## src/rtl/logic_op_pkg.sv

```systemverilog
// Shared op-code and FSM encodings for the shared bitwise logic unit and its arbiter.
package logic_op_pkg;

    localparam logic [2:0] OP_AND  = 3'd0;
    localparam logic [2:0] OP_OR   = 3'd1;
    localparam logic [2:0] OP_NOT  = 3'd2;
    localparam logic [2:0] OP_XOR  = 3'd3;
    localparam logic [2:0] OP_XNOR = 3'd4;
    localparam logic [2:0] OP_NAND = 3'd5;
    localparam logic [2:0] OP_NOR  = 3'd6;
    localparam logic [2:0] OP_RSVD = 3'd7;

    typedef enum logic [1:0] {
        IDLE = 2'd0,
        EXEC = 2'd1,
        RESP = 2'd2
    } state_t;

endpackage

```

## src/rtl/logic_op_arbiter_logic_unit.sv

```systemverilog
// Combinational WIDTH-bit bitwise logic unit; the reserved op yields zero with err set.
module logic_unit
    import logic_op_pkg::*;
#(
    parameter int WIDTH = 8
) (
    input  logic [2:0]       op,
    input  logic [WIDTH-1:0] a,
    input  logic [WIDTH-1:0] b,
    output logic [WIDTH-1:0] y,
    output logic             err
);

    // Op decode
    always_comb begin
        y   = {WIDTH{1'b0}};
        err = 1'b0;
        case (op)
            OP_AND:  y = a & b;
            OP_OR:   y = a | b;
            OP_NOT:  y = ~a;
            OP_XOR:  y = a ^ b;
            OP_XNOR: y = ~(a ^ b);
            OP_NAND: y = ~(a & b);
            OP_NOR:  y = ~(a | b);
            OP_RSVD: err = 1'b1;
            default: begin
                y   = {WIDTH{1'b0}};
                err = 1'b1;
            end
        endcase
    end

endmodule

```

## src/rtl/logic_op_arbiter.sv

```systemverilog
// Round-robin arbiter sharing one bitwise logic unit among N_REQ valid/ready requesters,
// with a single registered, requester-tagged response port.
module logic_op_arbiter
    import logic_op_pkg::*;
#(
    parameter int N_REQ = 4,
    parameter int WIDTH = 8,
    parameter int ID_W  = $clog2(N_REQ)
) (
    input  logic                   clk,
    input  logic                   rst_n,
    input  logic [N_REQ-1:0]       req_valid,
    output logic [N_REQ-1:0]       req_ready,
    input  logic [3*N_REQ-1:0]     req_op,
    input  logic [WIDTH*N_REQ-1:0] req_a,
    input  logic [WIDTH*N_REQ-1:0] req_b,
    output logic                   rsp_valid,
    input  logic                   rsp_ready,
    output logic [ID_W-1:0]        rsp_id,
    output logic [WIDTH-1:0]       rsp_data,
    output logic                   rsp_err
);

    state_t           state_r, state_next_s;
    logic [ID_W-1:0]  rr_ptr_r;
    logic [ID_W-1:0]  winner_s;
    logic             found_s;
    logic [N_REQ-1:0] grant_s;
    logic [2:0]       op_r;
    logic [WIDTH-1:0] a_r, b_r;
    logic [ID_W-1:0]  id_r;
    logic [WIDTH-1:0] unit_y_s;
    logic             unit_err_s;
    logic             rsp_valid_r;
    logic [ID_W-1:0]  rsp_id_r;
    logic [WIDTH-1:0] rsp_data_r;
    logic             rsp_err_r;

    // Round-robin search starting at rr_ptr, wrapping modulo N_REQ
    always_comb begin
        logic [ID_W:0] idx_v;
        idx_v    = {(ID_W+1){1'b0}};
        found_s  = 1'b0;
        winner_s = {ID_W{1'b0}};
        for (int k = 0; k < N_REQ; k++) begin
            idx_v = {1'b0, rr_ptr_r} + (ID_W+1)'(k);
            if (idx_v >= (ID_W+1)'(N_REQ)) begin
                idx_v = idx_v - (ID_W+1)'(N_REQ);
            end else begin
                idx_v = idx_v;
            end
            if (!found_s && req_valid[idx_v[ID_W-1:0]]) begin
                found_s  = 1'b1;
                winner_s = idx_v[ID_W-1:0];
            end else begin
                found_s  = found_s;
            end
        end
    end

    // Grant only from IDLE; reset forces it low so nothing is accepted while held
    always_comb begin
        grant_s = {N_REQ{1'b0}};
        if (rst_n && (state_r == IDLE) && found_s) begin
            grant_s[winner_s] = 1'b1;
        end else begin
            grant_s = {N_REQ{1'b0}};
        end
    end

    assign req_ready = grant_s;

    // Next-state logic
    always_comb begin
        state_next_s = state_r;
        case (state_r)
            IDLE: begin
                if (found_s) state_next_s = EXEC;
                else         state_next_s = IDLE;
            end
            EXEC:    state_next_s = RESP;
            RESP: begin
                if (rsp_ready) state_next_s = IDLE;
                else           state_next_s = RESP;
            end
            default: state_next_s = IDLE;
        endcase
    end

    // State register
    always_ff @(posedge clk or negedge rst_n) begin
        if (!rst_n) state_r <= IDLE;
        else        state_r <= state_next_s;
    end

    logic_unit #(.WIDTH(WIDTH)) u_logic_unit (
        .op  (op_r),
        .a   (a_r),
        .b   (b_r),
        .y   (unit_y_s),
        .err (unit_err_s)
    );

    // Request latch, response registers and round-robin pointer
    always_ff @(posedge clk or negedge rst_n) begin
        if (!rst_n) begin
            rr_ptr_r    <= {ID_W{1'b0}};
            op_r        <= 3'd0;
            a_r         <= {WIDTH{1'b0}};
            b_r         <= {WIDTH{1'b0}};
            id_r        <= {ID_W{1'b0}};
            rsp_valid_r <= 1'b0;
            rsp_id_r    <= {ID_W{1'b0}};
            rsp_data_r  <= {WIDTH{1'b0}};
            rsp_err_r   <= 1'b0;
        end else begin
            case (state_r)
                IDLE: begin
                    if (found_s) begin
                        op_r <= req_op[3*winner_s +: 3];
                        a_r  <= req_a[WIDTH*winner_s +: WIDTH];
                        b_r  <= req_b[WIDTH*winner_s +: WIDTH];
                        id_r <= winner_s;
                    end
                end
                EXEC: begin
                    rsp_valid_r <= 1'b1;
                    rsp_id_r    <= id_r;
                    rsp_data_r  <= unit_y_s;
                    rsp_err_r   <= unit_err_s;
                end
                RESP: begin
                    if (rsp_ready) begin
                        rsp_valid_r <= 1'b0;
                        if ({1'b0, rsp_id_r} == (ID_W+1)'(N_REQ - 1)) rr_ptr_r <= {ID_W{1'b0}};
                        else                                          rr_ptr_r <= rsp_id_r + ID_W'(1);
                    end
                end
                default: rsp_valid_r <= 1'b0;
            endcase
        end
    end

    assign rsp_valid = rsp_valid_r;
    assign rsp_id    = rsp_id_r;
    assign rsp_data  = rsp_data_r;
    assign rsp_err   = rsp_err_r;

endmodule

```

## config.mk

```make
export PLATFORM = sky130hd
export DESIGN_NAME = logic_op_arbiter
export DESIGN_NICKNAME = d
export VERILOG_FILES = /design/src/rtl/logic_op_pkg.sv /design/src/rtl/logic_op_arbiter_logic_unit.sv /design/src/rtl/logic_op_arbiter.sv
export SDC_FILE = /design/constraint.sdc
export NUM_CORES = 1
export LEC_CHECK = 0
export BUFFER_PORTS_ARGS = -buffer_cell sky130_fd_sc_hd__buf_2
export CAP_MARGIN = 20
export CORE_ASPECT_RATIO = 1.5
export CORE_MARGIN = 3
export CORE_UTILIZATION = 39
export CTS_CLUSTER_SIZE = 40
export DETAILED_ROUTE_END_ITERATION = 8
export PLACE_DENSITY = 0.61
export RECOVER_POWER = 50
export SYNTH_ARGS = -nofsm -noshare
export SYNTH_HDL_FRONTEND = slang
export SYNTH_SLANG_ARGS = --single-unit
```

## constraint.sdc

```tcl
create_clock -name clk -period 2.1 [get_ports clk]
set_clock_uncertainty 0.2 [all_clocks]
set_input_delay 0.21 -clock clk [delete_from_list [all_inputs] [get_ports clk]]
set_output_delay 0.21 -clock clk [all_outputs]
set_load 0.1 [all_outputs]
```

==> results by group <==
Outcome
  • Outcome: completed

Timing
  • Worst hold slack: 0.0177 ns
  • Final cycle utilization of the critical path: between 90% and 100%
  • RSZ-0062 raised after global routing: yes
  • Fin. max-slew vios: 0
  • Fmax: 482 MHz
  • Slew HR: 38.1%
  • Final Hold Viols: 0
  • Setup violators final: 0
  • Total negative slack: 0 ns
  • Worst slew pin tran: slightly above 0.9 ns
  • Crit path time final: ~2.1 ns
  • PnR worst setup slack: roughly 0.023 ns

Placed design
  • Cell total after placement: 536
  • Gpl congestion: 0.882
  • IO Port Bufs: 98
  • DP HPWL: 6960 µm
  • Dpl ws: 0.158 ns

Clocking
  • Skew-Pair Late Insertion Delay: about 0.30 ns
  • Num CTS Buffers: 5
  • Clk sinks: 37
  • H-tree depth: 2
  • Clock Pin Slew Worst Setup and Hold Paths: 0.08 ns
  • CTS tree: done
  • Clock root cell: clkbuf_8
  • Clock Path Buffers: 2

Setup path
  • CP Buf/Inv Count: 1
  • Slowest cell on the critical path: dfrtp_1
  • CP peak stage delay: 0.40 ns
  • Register-to-register setup slack: ~0.11 ns
  • Worst EP required: 1.69 ns
  • Worst R2R Start: rr_ptr_r[0]$_DFFE_PN0P_
  • Capture point of the worst reg-to-reg path: a_r[4]$_DFFE_PN0P_
  • Crit path max-delay family: simple AND/OR/NAND/NOR gates
  • Crit path from: rr_ptr_r[0]$_DFFE_PN0P_
  • Critical Path Start Type: flop
  • CP endpoint kind: primary output
  • WP data arrival: between 1.5 and 2 ns
  • R2r worst-path depth: 7
  • Setup CP Type: flop to primary output
  • Worst path cell trace: and2b_2 > o22a_1 > o22ai_2 > and4_4 > buf_12
  • Worst-path maximum fanout: 4

Yosys
  • Async set-reset flop share out of synthesis: 100%
  • Largest area contributor in the netlist: dfrtp_1
  • Synth Cell Area: roughly 0.0030 mm²
  • EDFF count, synth: 0
  • Synth warn: 0
  • Post-Synthesis Net Count: 448
  • Syn avg cell area: 8.72 µm²
  • Number of synthesized register bits: 37
  • Yosys cell types: 49
  • Synth top area cells: dfrtp_1, o21ai_0, mux2i_1, ha_1, a22o_1
  • Synth top area share: 30.5%
  • Post-synthesis sequential area ratio: between 30% and 40%
  • Most used DFF post-synth: dfrtp_1
  • Gate Count Post-Synth: between 300 and 400

Min path
  • Worst Hold Path EP: a_r[3]$_DFFE_PN0P_
  • Worst hold path class: primary input to flop
  • Worst hold stages: 3
  • Worst Hold Launch: req_a[27]

Floorplan
  • Std-Cell Rows: 38
  • Chip Height: 114 µm
  • Die X: 78.0 µm
  • CORE AREA: ~0.0074 mm²
  • # IOs: just under 100
  • Initial core utilization: between 40% and 50%
  • Die ar.: 0.00890 mm²

Power and ir drop
  • Register share of total power: about 22%
  • Leak pwr: 1.89 nW
  • Psw: between 3 and 4 mW
  • Sw frac: 51.1%
  • Logic pwr share: 67.7%
  • Maximum vdd drop: 0.662 mV
  • Power per cell area: 1620 mW/mm²
  • Internal: 3.14 mW
  • Power Total: roughly 6.4 mW
  • Clk pwr share: 10.2%

Global route
  • Initial antenna violation count: 0
  • Grt ovf: 0
  • Gr usage total: approximately 21%
  • Largest net degree at the start of global routing: 38
  • Vias in the first global route: ~3,200
  • First-pass GRT wire length: 15,200 µm

Final layout
  • Layout Nets: ~550
  • Most common cell after layout, fill and taps aside: buf_2
  • Filler cells: 743
  • Synthesis-to-finish area growth: 30.0%
  • Antenna Cells: 0
  • Layout Cells excl Fill: about 550
  • Commonest non-fill, non-tap cells in the layout: buf_2, o21ai_0, dfrtp_1
  • Multi-input gate area: 0.00192 mm²
  • Layout cells sized above 1: roughly a third
  • Area taken by flip-flops and latches: 930 µm²

Flow run
  • Max-Cap Viols: 0

Route
  • DR pass1 iterations: 4
  • Wire per inst: 16.4 µm
  • Routed vias/inst: 5.56
  • Final WL: roughly 9000 µm
  • 1st-iter DRT viols: 157
  • # DRC: 0
  • Via Count: 3,050
  • Remaining antenna violation count: 0
## state kept, by name (all words and copies together) (netlist names)
name / flops
a_r: 8
b_r: 8
rsp_data: 8
op_r: 3
id_r: 2
rr_ptr_r: 2
rsp_id: 2
state_r: 2
rsp_err: 1
rsp_valid: 1
## per-layer routing
metal  vias to the layer above  track usage (%)  wire, µm
met5                         -                0         0
met4                         0             8.63       278
met3                        17             2.45       419
met2                        91             37.2      4500
met1                      1430             26.8      3820
li1                       1512                -         -
## cells in the mapped netlist, types with 2 or more instances
library cell,n
dfrtp_1,37
mux2i_1,26
a31oi_1,3
nand2b_1,4
nor3_1,3
a211oi_1,3
nand3b_1,2
and2b_1,2
nor2b_1,5
nand3_1,3
a22o_1,17
a32o_1,2
o21ai_0,67
nand2_1,24
o22ai_1,8
clkbuf_1,7
inv_1,24
mux2_2,4
buf_1,2
nor2_1,12
o32ai_1,3
clkbuf_2,2
a21oi_1,2
o21a_1,3
a211o_1,2
buf_4,3
a41oi_1,17
o221a_2,2
buf_6,3
o2bb2ai_1,3
a221oi_1,5
buf_2,12
o22a_1,4
ha_1,17
## power by group through the flow
stage	clock network (mW)	registers, mW	logic [mW]
floorplan	0	1.94	2.74
global placement	0	1.40	4.19
CTS	0.665	1.41	4.35
detailed placement	0	1.42	4.24
global route	0.689	1.48	4.81
finish	0.653	1.42	4.34
## final cells by class
cell class	count	area share [%]
sequential	37	23.6
tap	100	3.17
clock inverter	1	0.761
timing repair buffer	122	19.1
clock buffer	7	2.19
multi-input combinational	257	48.8
inverter	25	2.38
## through the flow
step / area, µm² / utilization [%]
5_1_grt: 3940 / 53.2
4_1_cts: 3930 / 53.0
3_5_place_dp: 3750 / 50.5
3_3_place_gp: 3750 / 50.5
2_1_floorplan: 3070 / -
6_report: 3940 / 53.2
## logic make-up (layout without fill, tap and decap cells)
family,count (synthesis),count (layout),share of synthesized area (%)
muxes,30,30,10.1
adders and majority gates,17,17,7.01
DFF,37,37,30.5
and+or+nand+nor,58,58,9.28
AOI/OAI and AO/OA,152,152,34.8
buffers and inverters,54,155,8.37
## worst max-delay path by stage
| stage | end | slack (ns) | cells after the start |
|---|---|---|---|
| final | req_ready[2] | 0.02 | 5 |
| after global routing | req_ready[2] | -0.04 | 5 |
| after CTS | req_ready[2] | 0.0002 | 5 |
| after detailed placement | req_ready[3] | 0.16 | 6 |
| after global placement | req_ready[3] | 0.16 | 6 |
| after floorplan | req_ready[3] | -0.27 | 6 |
## worst min-delay path, delay by kind of cell
| kind | cells | cell delay [ns] |
|---|---|---|
| buffers and inverters | 1 | 0.07 |
| muxes | 1 | 0.05 |
| AOI/OAI and AO/OA | 1 | 0.14 |
## timing repair
item	4_1_cts	5_1_grt
setup buffers	3	0
resized for setup	7	8
endpoints found under the setup margin	4	14
pin swaps	3	3
hold buffers	2	0
endpoints found under the hold margin	38	0
gates cloned	0	0
(Power assumes the default switching activity.)
